File: src/rtl/vc_scheduler_if.sv
// vc_scheduler_if: VC FIFO heads, destination FIFO pushes and status of the VC scheduler
interface vc_scheduler_if #(
    parameter int DATA_W = 6,
    parameter int CNT_W  = 8
);
    logic              enable;
    logic [4:0]        fifo_error;
    logic              vc0_empty;
    logic              vc1_empty;
    logic [DATA_W-1:0] vc0_data;
    logic [DATA_W-1:0] vc1_data;
    logic              d0_almost_full;
    logic              d1_almost_full;
    logic              vc0_pop;
    logic              vc1_pop;
    logic              d0_push;
    logic              d1_push;
    logic [DATA_W-1:0] d_data;
    logic              halted;
    logic [CNT_W-1:0]  vc0_served;
    logic [CNT_W-1:0]  vc1_served;

    modport master (
        input  enable, fifo_error, vc0_empty, vc1_empty, vc0_data, vc1_data,
               d0_almost_full, d1_almost_full,
        output vc0_pop, vc1_pop, d0_push, d1_push, d_data, halted, vc0_served, vc1_served
    );

    modport slave (
        output enable, fifo_error, vc0_empty, vc1_empty, vc0_data, vc1_data,
               d0_almost_full, d1_almost_full,
        input  vc0_pop, vc1_pop, d0_push, d1_push, d_data, halted, vc0_served, vc1_served
    );
endinterface

File: src/rtl/vc_scheduler.sv
// vc_scheduler: weighted round-robin mover from VC0/VC1 FIFOs into destination FIFOs D0/D1
module vc_scheduler #(
    parameter int DATA_W     = 6,
    parameter int DEST_BIT   = 4,
    parameter int VC0_WEIGHT = 4,
    parameter int CNT_W      = 8
) (
    input logic           clk,
    input logic           reset,
    vc_scheduler_if.master bus
);
    typedef enum logic [1:0] {IDLE, SERVE, ERROR} state_t;
    localparam logic [3:0] W = 4'(VC0_WEIGHT);
    state_t state, state_nx;
    logic [3:0] wcnt;
    logic e0, e1, go, g0, g1, dest;
    logic [DATA_W-1:0] head;
    assign bus.vc0_pop = g0 && !reset;
    assign bus.vc1_pop = g1 && !reset;
    assign bus.halted  = state == ERROR;
    // eligibility, weighted grant and next state; errors mask grants in the same cycle
    always_comb begin
        e0 = !bus.vc0_empty && !(bus.vc0_data[DEST_BIT] ? bus.d1_almost_full : bus.d0_almost_full);
        e1 = !bus.vc1_empty && !(bus.vc1_data[DEST_BIT] ? bus.d1_almost_full : bus.d0_almost_full);
        go = state == SERVE && bus.enable && bus.fifo_error == '0;
        g1 = go && e1 && (!e0 || wcnt == W);
        g0 = go && e0 && !g1;
        head = g1 ? bus.vc1_data : bus.vc0_data;
        dest = head[DEST_BIT];
        state_nx = bus.fifo_error != '0       ? ERROR :
                   state == IDLE && bus.enable  ? SERVE :
                   state == SERVE && !bus.enable ? IDLE  : state;
    end
    // state, registered push of the granted word, weight counter and served counters
    always_ff @(posedge clk or posedge reset) begin
        if (reset) begin
            state          <= IDLE;
            wcnt           <= '0;
            bus.d0_push    <= 1'b0;
            bus.d1_push    <= 1'b0;
            bus.d_data     <= '0;
            bus.vc0_served <= '0;
            bus.vc1_served <= '0;
        end else begin
            state       <= state_nx;
            bus.d0_push <= (g0 || g1) && !dest;
            bus.d1_push <= (g0 || g1) && dest;
            if (g0 || g1) bus.d_data <= head;
            wcnt <= g1 ? 4'd0 : g0 && wcnt != W ? wcnt + 4'd1 : wcnt;
            if (g0) bus.vc0_served <= bus.vc0_served + CNT_W'(1);
            if (g1) bus.vc1_served <= bus.vc1_served + CNT_W'(1);
        end
    end
endmodule

File: src/flat_wrapper.sv
// flat-port wrapper written by rule: the top's interface ports become plain ports
module vc_scheduler_flat 
#(
    parameter int DATA_W     = 6,
    parameter int DEST_BIT   = 4,
    parameter int VC0_WEIGHT = 4,
    parameter int CNT_W      = 8
)
  (clk, reset, bus_enable, bus_fifo_error, bus_vc0_empty, bus_vc1_empty, bus_vc0_data, bus_vc1_data, bus_d0_almost_full, bus_d1_almost_full, bus_vc0_pop, bus_vc1_pop, bus_d0_push, bus_d1_push, bus_d_data, bus_halted, bus_vc0_served, bus_vc1_served);
  vc_scheduler_if #(.DATA_W(DATA_W), .CNT_W(CNT_W)) bus_i ();
  input logic clk;
  input logic reset;
  input wire logic [$bits(bus_i.enable)-1:0] bus_enable;
  input wire logic [$bits(bus_i.fifo_error)-1:0] bus_fifo_error;
  input wire logic [$bits(bus_i.vc0_empty)-1:0] bus_vc0_empty;
  input wire logic [$bits(bus_i.vc1_empty)-1:0] bus_vc1_empty;
  input wire logic [$bits(bus_i.vc0_data)-1:0] bus_vc0_data;
  input wire logic [$bits(bus_i.vc1_data)-1:0] bus_vc1_data;
  input wire logic [$bits(bus_i.d0_almost_full)-1:0] bus_d0_almost_full;
  input wire logic [$bits(bus_i.d1_almost_full)-1:0] bus_d1_almost_full;
  output wire logic [$bits(bus_i.vc0_pop)-1:0] bus_vc0_pop;
  output wire logic [$bits(bus_i.vc1_pop)-1:0] bus_vc1_pop;
  output wire logic [$bits(bus_i.d0_push)-1:0] bus_d0_push;
  output wire logic [$bits(bus_i.d1_push)-1:0] bus_d1_push;
  output wire logic [$bits(bus_i.d_data)-1:0] bus_d_data;
  output wire logic [$bits(bus_i.halted)-1:0] bus_halted;
  output wire logic [$bits(bus_i.vc0_served)-1:0] bus_vc0_served;
  output wire logic [$bits(bus_i.vc1_served)-1:0] bus_vc1_served;
  assign bus_i.enable = bus_enable;
  assign bus_i.fifo_error = bus_fifo_error;
  assign bus_i.vc0_empty = bus_vc0_empty;
  assign bus_i.vc1_empty = bus_vc1_empty;
  assign bus_i.vc0_data = bus_vc0_data;
  assign bus_i.vc1_data = bus_vc1_data;
  assign bus_i.d0_almost_full = bus_d0_almost_full;
  assign bus_i.d1_almost_full = bus_d1_almost_full;
  assign bus_vc0_pop = bus_i.vc0_pop;
  assign bus_vc1_pop = bus_i.vc1_pop;
  assign bus_d0_push = bus_i.d0_push;
  assign bus_d1_push = bus_i.d1_push;
  assign bus_d_data = bus_i.d_data;
  assign bus_halted = bus_i.halted;
  assign bus_vc0_served = bus_i.vc0_served;
  assign bus_vc1_served = bus_i.vc1_served;
  vc_scheduler #(.DATA_W(DATA_W), .DEST_BIT(DEST_BIT), .VC0_WEIGHT(VC0_WEIGHT), .CNT_W(CNT_W)) u_core (.clk(clk), .reset(reset), .bus(bus_i));
endmodule
File: config.mk
export PLATFORM = sky130hd
export DESIGN_NAME = vc_scheduler_flat
export DESIGN_NICKNAME = d
export VERILOG_FILES = /design/src/rtl/vc_scheduler_if.sv /design/src/rtl/vc_scheduler.sv /design/src/flat_wrapper.sv
export SDC_FILE = /design/constraint.sdc
export NUM_CORES = 1
export LEC_CHECK = 0
export CORE_MARGIN = 5
export CORE_UTILIZATION = 42
export CTS_BUF_LIST = sky130_fd_sc_hd__clkbuf_16
export CTS_CLUSTER_DIAMETER = 40
export CTS_CLUSTER_SIZE = 10
export DETAILED_ROUTE_END_ITERATION = 8
export DONT_BUFFER_PORTS = 1
export PLACE_DENSITY = 0.57
export REMOVE_ABC_BUFFERS = 1
export SYNTH_ARGS = -nofsm -noshare
export SYNTH_HDL_FRONTEND = slang
export SYNTH_SLANG_ARGS = --single-unit
File: constraint.sdc
create_clock -name clk -period 2.85 [get_ports clk]
set_input_delay 0.4275 -clock clk [delete_from_list [all_inputs] [get_ports clk]]
set_output_delay 0.4275 -clock clk [all_outputs]
set_load 0.05 [all_outputs]
After elaboration in Yosys (flattened, before gate mapping). Index checks and enable logic that the tools add are counted. W data, S select, Z words.

Bits of input ports: 24. Word-level logic and storage cells: 53. Register bits after elaboration: 30. Output and inout port bits: 27.

Mux-type cells: 8. Reduce and logical (&&, ||, !) cells: 31. Equal/unequal tests: 4. Add/subtract/negate cells: 3.

Operator list (count): $add A8 B1 Y8 const B (2); $logic_and A1 B1 Y1 (15); $logic_not A1 Y1 (9); $mux W4 (2); $mux W2 (3); $mux W6 (1); $logic_not A5 Y1 (1); $reduce_bool A5 Y1 (1); $add A4 B1 Y4 const B (1); $eq A4 B3 Y1 const B (1); $ne A4 B3 Y1 const B (1); $reduce_bool A3 Y1 (1); $eq A2 B1 Y1 const B (1); $eq A2 B2 Y1 const B (1); $logic_not A2 Y1 (1); $logic_or A1 B1 Y1 (2); $mux W1 (2); $reduce_bool A2 Y1 (1).

Depth between registers and ports, before layout.
Depth after elaboration: 11. Depth in mapped cells: 7. Gate-level depth less buffers: 6.

Worst setup path before layout. OpenSTA, ideal clock, no wires.

Kind: reg-to-output. Start point: register u_core.wcnt[0]. End point: output port bus_vc1_pop. Buffers on the path: 1. Cell stages (with the launch flop): 7. Path slack: -0.250 ns. Data required time: 2.423 ns. Arrival time: 2.672 ns. Path through: dfrtp_1 -> inv_1 -> ha_1 -> nand3b_1 -> and3_2 -> buf_2 -> nor4_1.

Longest elaborated chain between the ends: 4.

RTL lines: start: declaration (line vc_scheduler.sv:15) `logic [3:0] wcnt;`; start signal: assignment (line vc_scheduler.sv:49) `wcnt <= g1 ? 4'd0 : g0 && wcnt != W ? wcnt + 4'd1 : wcnt;`; $eq A4 B3 Y1 (line vc_scheduler.sv:26) `g1 = go && e1 && (!e0 || wcnt == W);`; $logic_or A1 B1 Y1 (line vc_scheduler.sv:26); $logic_and A1 B1 Y1 (line vc_scheduler.sv:26); $logic_and A1 B1 Y1 (line vc_scheduler.sv:19) `assign bus.vc1_pop = g1 && !reset;`; end: declaration (line flat_wrapper.sv:22) `output wire logic [$bits(bus_i.vc1_pop)-1:0] bus_vc1_pop;`.

No other way between the ends.

Worst setup path in the final report. Same ends and word-level chain as after synthesis.

==> summary.md <==
| Metric | Value |
|---|---|
| Status | `complete, no violations` |
| Rel. slew slack | `44.2%` |
| Final std cells w/o fill | `215` |
| Startpoint type of the worst setup path | `flip-flop` |
| Xor and xnor fraction of the mapped netlist area | `7.18%` |
| Total Power | `1.05 mW` |
| Boundary Pins | `51` |
| Wirelength, routed | `4.05 mm` |
| R2R setup slack | `0.91 ns` |
| CP max stage delay | `0.41 ns` |
| Crit path arrival time | `1.88 ns` |
| Largest net degree at the start of global routing | `23` |
| Port Buffers | `0` |
| Final Hold Viols | `0` |
| Die H | `73.7 um` |
| Fin area | `1950 um^2` |
| Synth Area in Adders | `2.93%` |
| DR vias/cell | `6.27` |
| Clock slew at reported path FFs | `0.05 ns` |
| Final min period | `2.31 ns` |
| # DRC | `0` |
| Mux share of post-synthesis cell area | `3.89%` |
| Postcts setup bufs | `0` |
| Final setup TNS | `0 ns` |
| VDD IR-drop max | `0.277 mV` |
| Ys async rst share | `100%` |
| Initial DRT Pass Iterations | `4` |
| Initial Util | `43.0%` |
| Post-route ant nets | `0` |
| Warning count from the yosys run | `0` |
| Synth unique cells | `48` |
| Hold Crit Class | `in2async` |
| Core area | `3970 um^2` |
| # rows | `23` |
| RR Startpoint | `u_core.state[1]` |
| Crit path from | `u_core.wcnt[0]` |
| Post-CTS sizing | `0` |
| Layout cells sized above 1 | `19.4%` |
| R2R cell count | `4` |
| PD cells | `541 nW/um^2` |
| H-tree depth | `2` |
| Post-synthesis sequential element count | `30` |
| # hold bufs at CTS | `0` |
| Die width | `73.7 um` |
| Crit share post-route | `80.9%` |
| Placed cells | `207` |
| Detailed Place HPWL | `3.11 mm` |
| Crit. End Element | `output port` |
| Main synth FF type | `dfrtp_1` |
| CTS Buf Count | `5` |
| Kind of critical path | `reg2out` |
| Max stage delay cell, worst path | `dfrtp_1` |
| Max frequency | `0.434 GHz` |
| Die ar. | `5440 um^2` |
| Total grt overflow | `0` |
| Synth Instances | `158` |
| Area grow syn2layout | `14.1%` |
| Crit path required time | `2.42 ns` |
| Endpoints failing setup | `0` |
| Slew Limit Fails | `0` |
| Register Area | `751 um^2` |
| CTS sink count | `30` |
| Total of max-cap violations | `0` |
| CTS tree | `built` |
| Main combinational cell family by area after synthesis | `simple AND/OR/NAND/NOR gates` |
| Post-synth EDFFs | `0` |
| RSZ-0062 raised after global routing | `false` |
| Area taken by multi-input logic gates | `921 um^2` |
| Crit path cell chain | `inv_1, ha_1, nand3b_1, and3_2, nor4_2, buf_4` |
| First-pass GRT wire length | `6.51 mm` |
| Post-Syn Area per Cell | `10.8 um^2` |
| Gp weighted congestion | `0.842` |
| Initial antenna violation count | `0` |
| Number of global-route vias before repair | `1368` |
| Clock root cell | `clkbuf_16` |
| Layout Nets | `192` |
| Compound-Gate Fraction of Synth Area | `11.4%` |
| Leakage | `0.900 nW` |
| Initial DRC Count | `60` |
| Cell Area, Synth | `1710 um^2` |
| Routed length per instance | `18.8 um` |
| FILL cells | `352` |
| Deepest clock path buffer count | `2` |
| Clock Latency Late Sink | `0.27 ns` |
| Crit path max fanout | `14` |
| Simple-Gate Fraction of Synth Area | `27.8%` |
| Worst slew pin tran | `0.836 ns` |
| Diodes inserted | `0` |
| GRT Util Overall | `15.7%` |
| Clock skew | `0.00436 ns` |
| Post-synthesis sequential area ratio | `44.0%` |
| Worst r2r dst | `u_core.wcnt[0]` |
| DR vias | `1349` |
| Post-DP Area | `1780 um^2` |
## cell usage after synthesis (2+ instances only)
library cell | n | area [um^2]
nand2_1 | 6 | 22.5
o31ai_1 | 4 | 30.0
a31oi_1 | 6 | 37.5
inv_1 | 5 | 18.8
ha_1 | 4 | 50.1
nand4_2 | 2 | 25.0
and3_1 | 2 | 12.5
mux2_2 | 2 | 22.5
a21oi_1 | 7 | 35.0
xor2_1 | 13 | 114
nor2_1 | 7 | 26.3
nand3_1 | 4 | 20.0
dfrtp_1 | 30 | 751
nor4_2 | 2 | 25.0
and2_1 | 2 | 12.5
nor4_1 | 2 | 12.5
buf_2 | 2 | 10.0
and4_1 | 2 | 17.5
nor3_1 | 12 | 60.1
nor4b_4 | 2 | 47.6
nand4_1 | 10 | 62.6
nor3_4 | 2 | 32.5
o21ai_0 | 4 | 20.0
mux2_4 | 2 | 30.0
## routing by layer
metal / vias up / share of wire [%] / track usage [%]
met2: 67 / 48 / 25.0
li1: 622 / - / -
met5: - / 0 / 0
met4: 0 / 2.7 / 6.04
met1: 646 / 38 / 18.3
met3: 14 / 10 / 7.52
## area by class of cell
| type | instances | share of cell area, % |
|---|---|---|
| Sequential cell | 30 | 38.5 |
| Timing Repair Buffer | 4 | 1.54 |
| Clock inverter | 3 | 2.06 |
| Inverter | 5 | 0.963 |
| Clock buffer | 5 | 6.42 |
| Tap cell | 50 | 3.21 |
| Multi-Input combinational cell | 118 | 47.3 |
## per-stage QoR
step                hold slack, ns  utilization (%)  worst slack (ns)
floorplan                    0.491                -            -0.233
global placement             0.504             44.9             0.752
detailed placement           0.510             44.9             0.769
CTS                          0.227             49.1             0.528
global route                 0.225             49.1             0.400
finish                       0.215             49.1             0.545
## cells by family after synthesis
| logic type | Yosys count |
|---|---|
| xor+xnor | 14 |
| fa+ha+maj | 4 |
| mux | 5 |
| simple gates | 66 |
| buf+inv | 10 |
| flops | 30 |
| compound gates | 29 |
## state kept, by name, summed over array words and instances, names as in the netlist
register               count
u_core.bus.d0_push         1
u_core.bus.d1_push         1
u_core.bus.d_data          6
u_core.bus.vc0_served      8
u_core.bus.vc1_served      8
u_core.state               2
u_core.wcnt                4
## how the worst max path moves through the flow
stage / depth (start not counted) / slack, ns / to
floorplan: 3 / -0.23 / bus_vc1_pop
global placement: 4 / 0.75 / bus_vc1_pop
detailed placement: 4 / 0.77 / bus_vc1_pop
CTS: 6 / 0.53 / bus_vc1_pop
global route: 6 / 0.40 / bus_vc1_pop
finish: 6 / 0.54 / bus_vc1_pop
## layout by cell type (no fill, tap or decap), types with 2 or more instances in the layout
| cell | count |
|---|---|
| and2_1 | 2 |
| a31oi_1 | 6 |
| inv_1 | 5 |
| nand4_1 | 10 |
| o31ai_1 | 4 |
| o21ai_0 | 4 |
| nor3_1 | 12 |
| xor2_1 | 13 |
| clkbuf_16 | 5 |
| nor2_1 | 7 |
| mux2_4 | 2 |
| and4_1 | 2 |
| ha_1 | 4 |
| clkinv_2 | 2 |
| nor3_4 | 2 |
| nand4_2 | 2 |
| nor4b_4 | 2 |
| and3_1 | 2 |
| nor4_2 | 4 |
| buf_4 | 4 |
| nand3_1 | 4 |
| mux2_2 | 2 |
| nand2_1 | 6 |
| a21oi_1 | 7 |
| dfrtp_1 | 30 |
## critical path: cells and delay by family (launching register included)
family                     cells  cell delay (ns)
DFF                            1             0.41
buffers and inverters          2             0.31
adders and majority gates      1             0.13
and+or+nand+nor                3             0.76
## where the power goes
group	leakage (nW)	total, mW	switching, mW	internal (mW)
Clock	0.0836	0.583	0.175	0.408
Combinational	0.402	0.0454	0.0326	0.0128
Sequential	0.414	0.427	0.00000294	0.427
Total	0.900	1.05	0.208	0.847
Note: power is estimated with default switching activity, not from simulation.
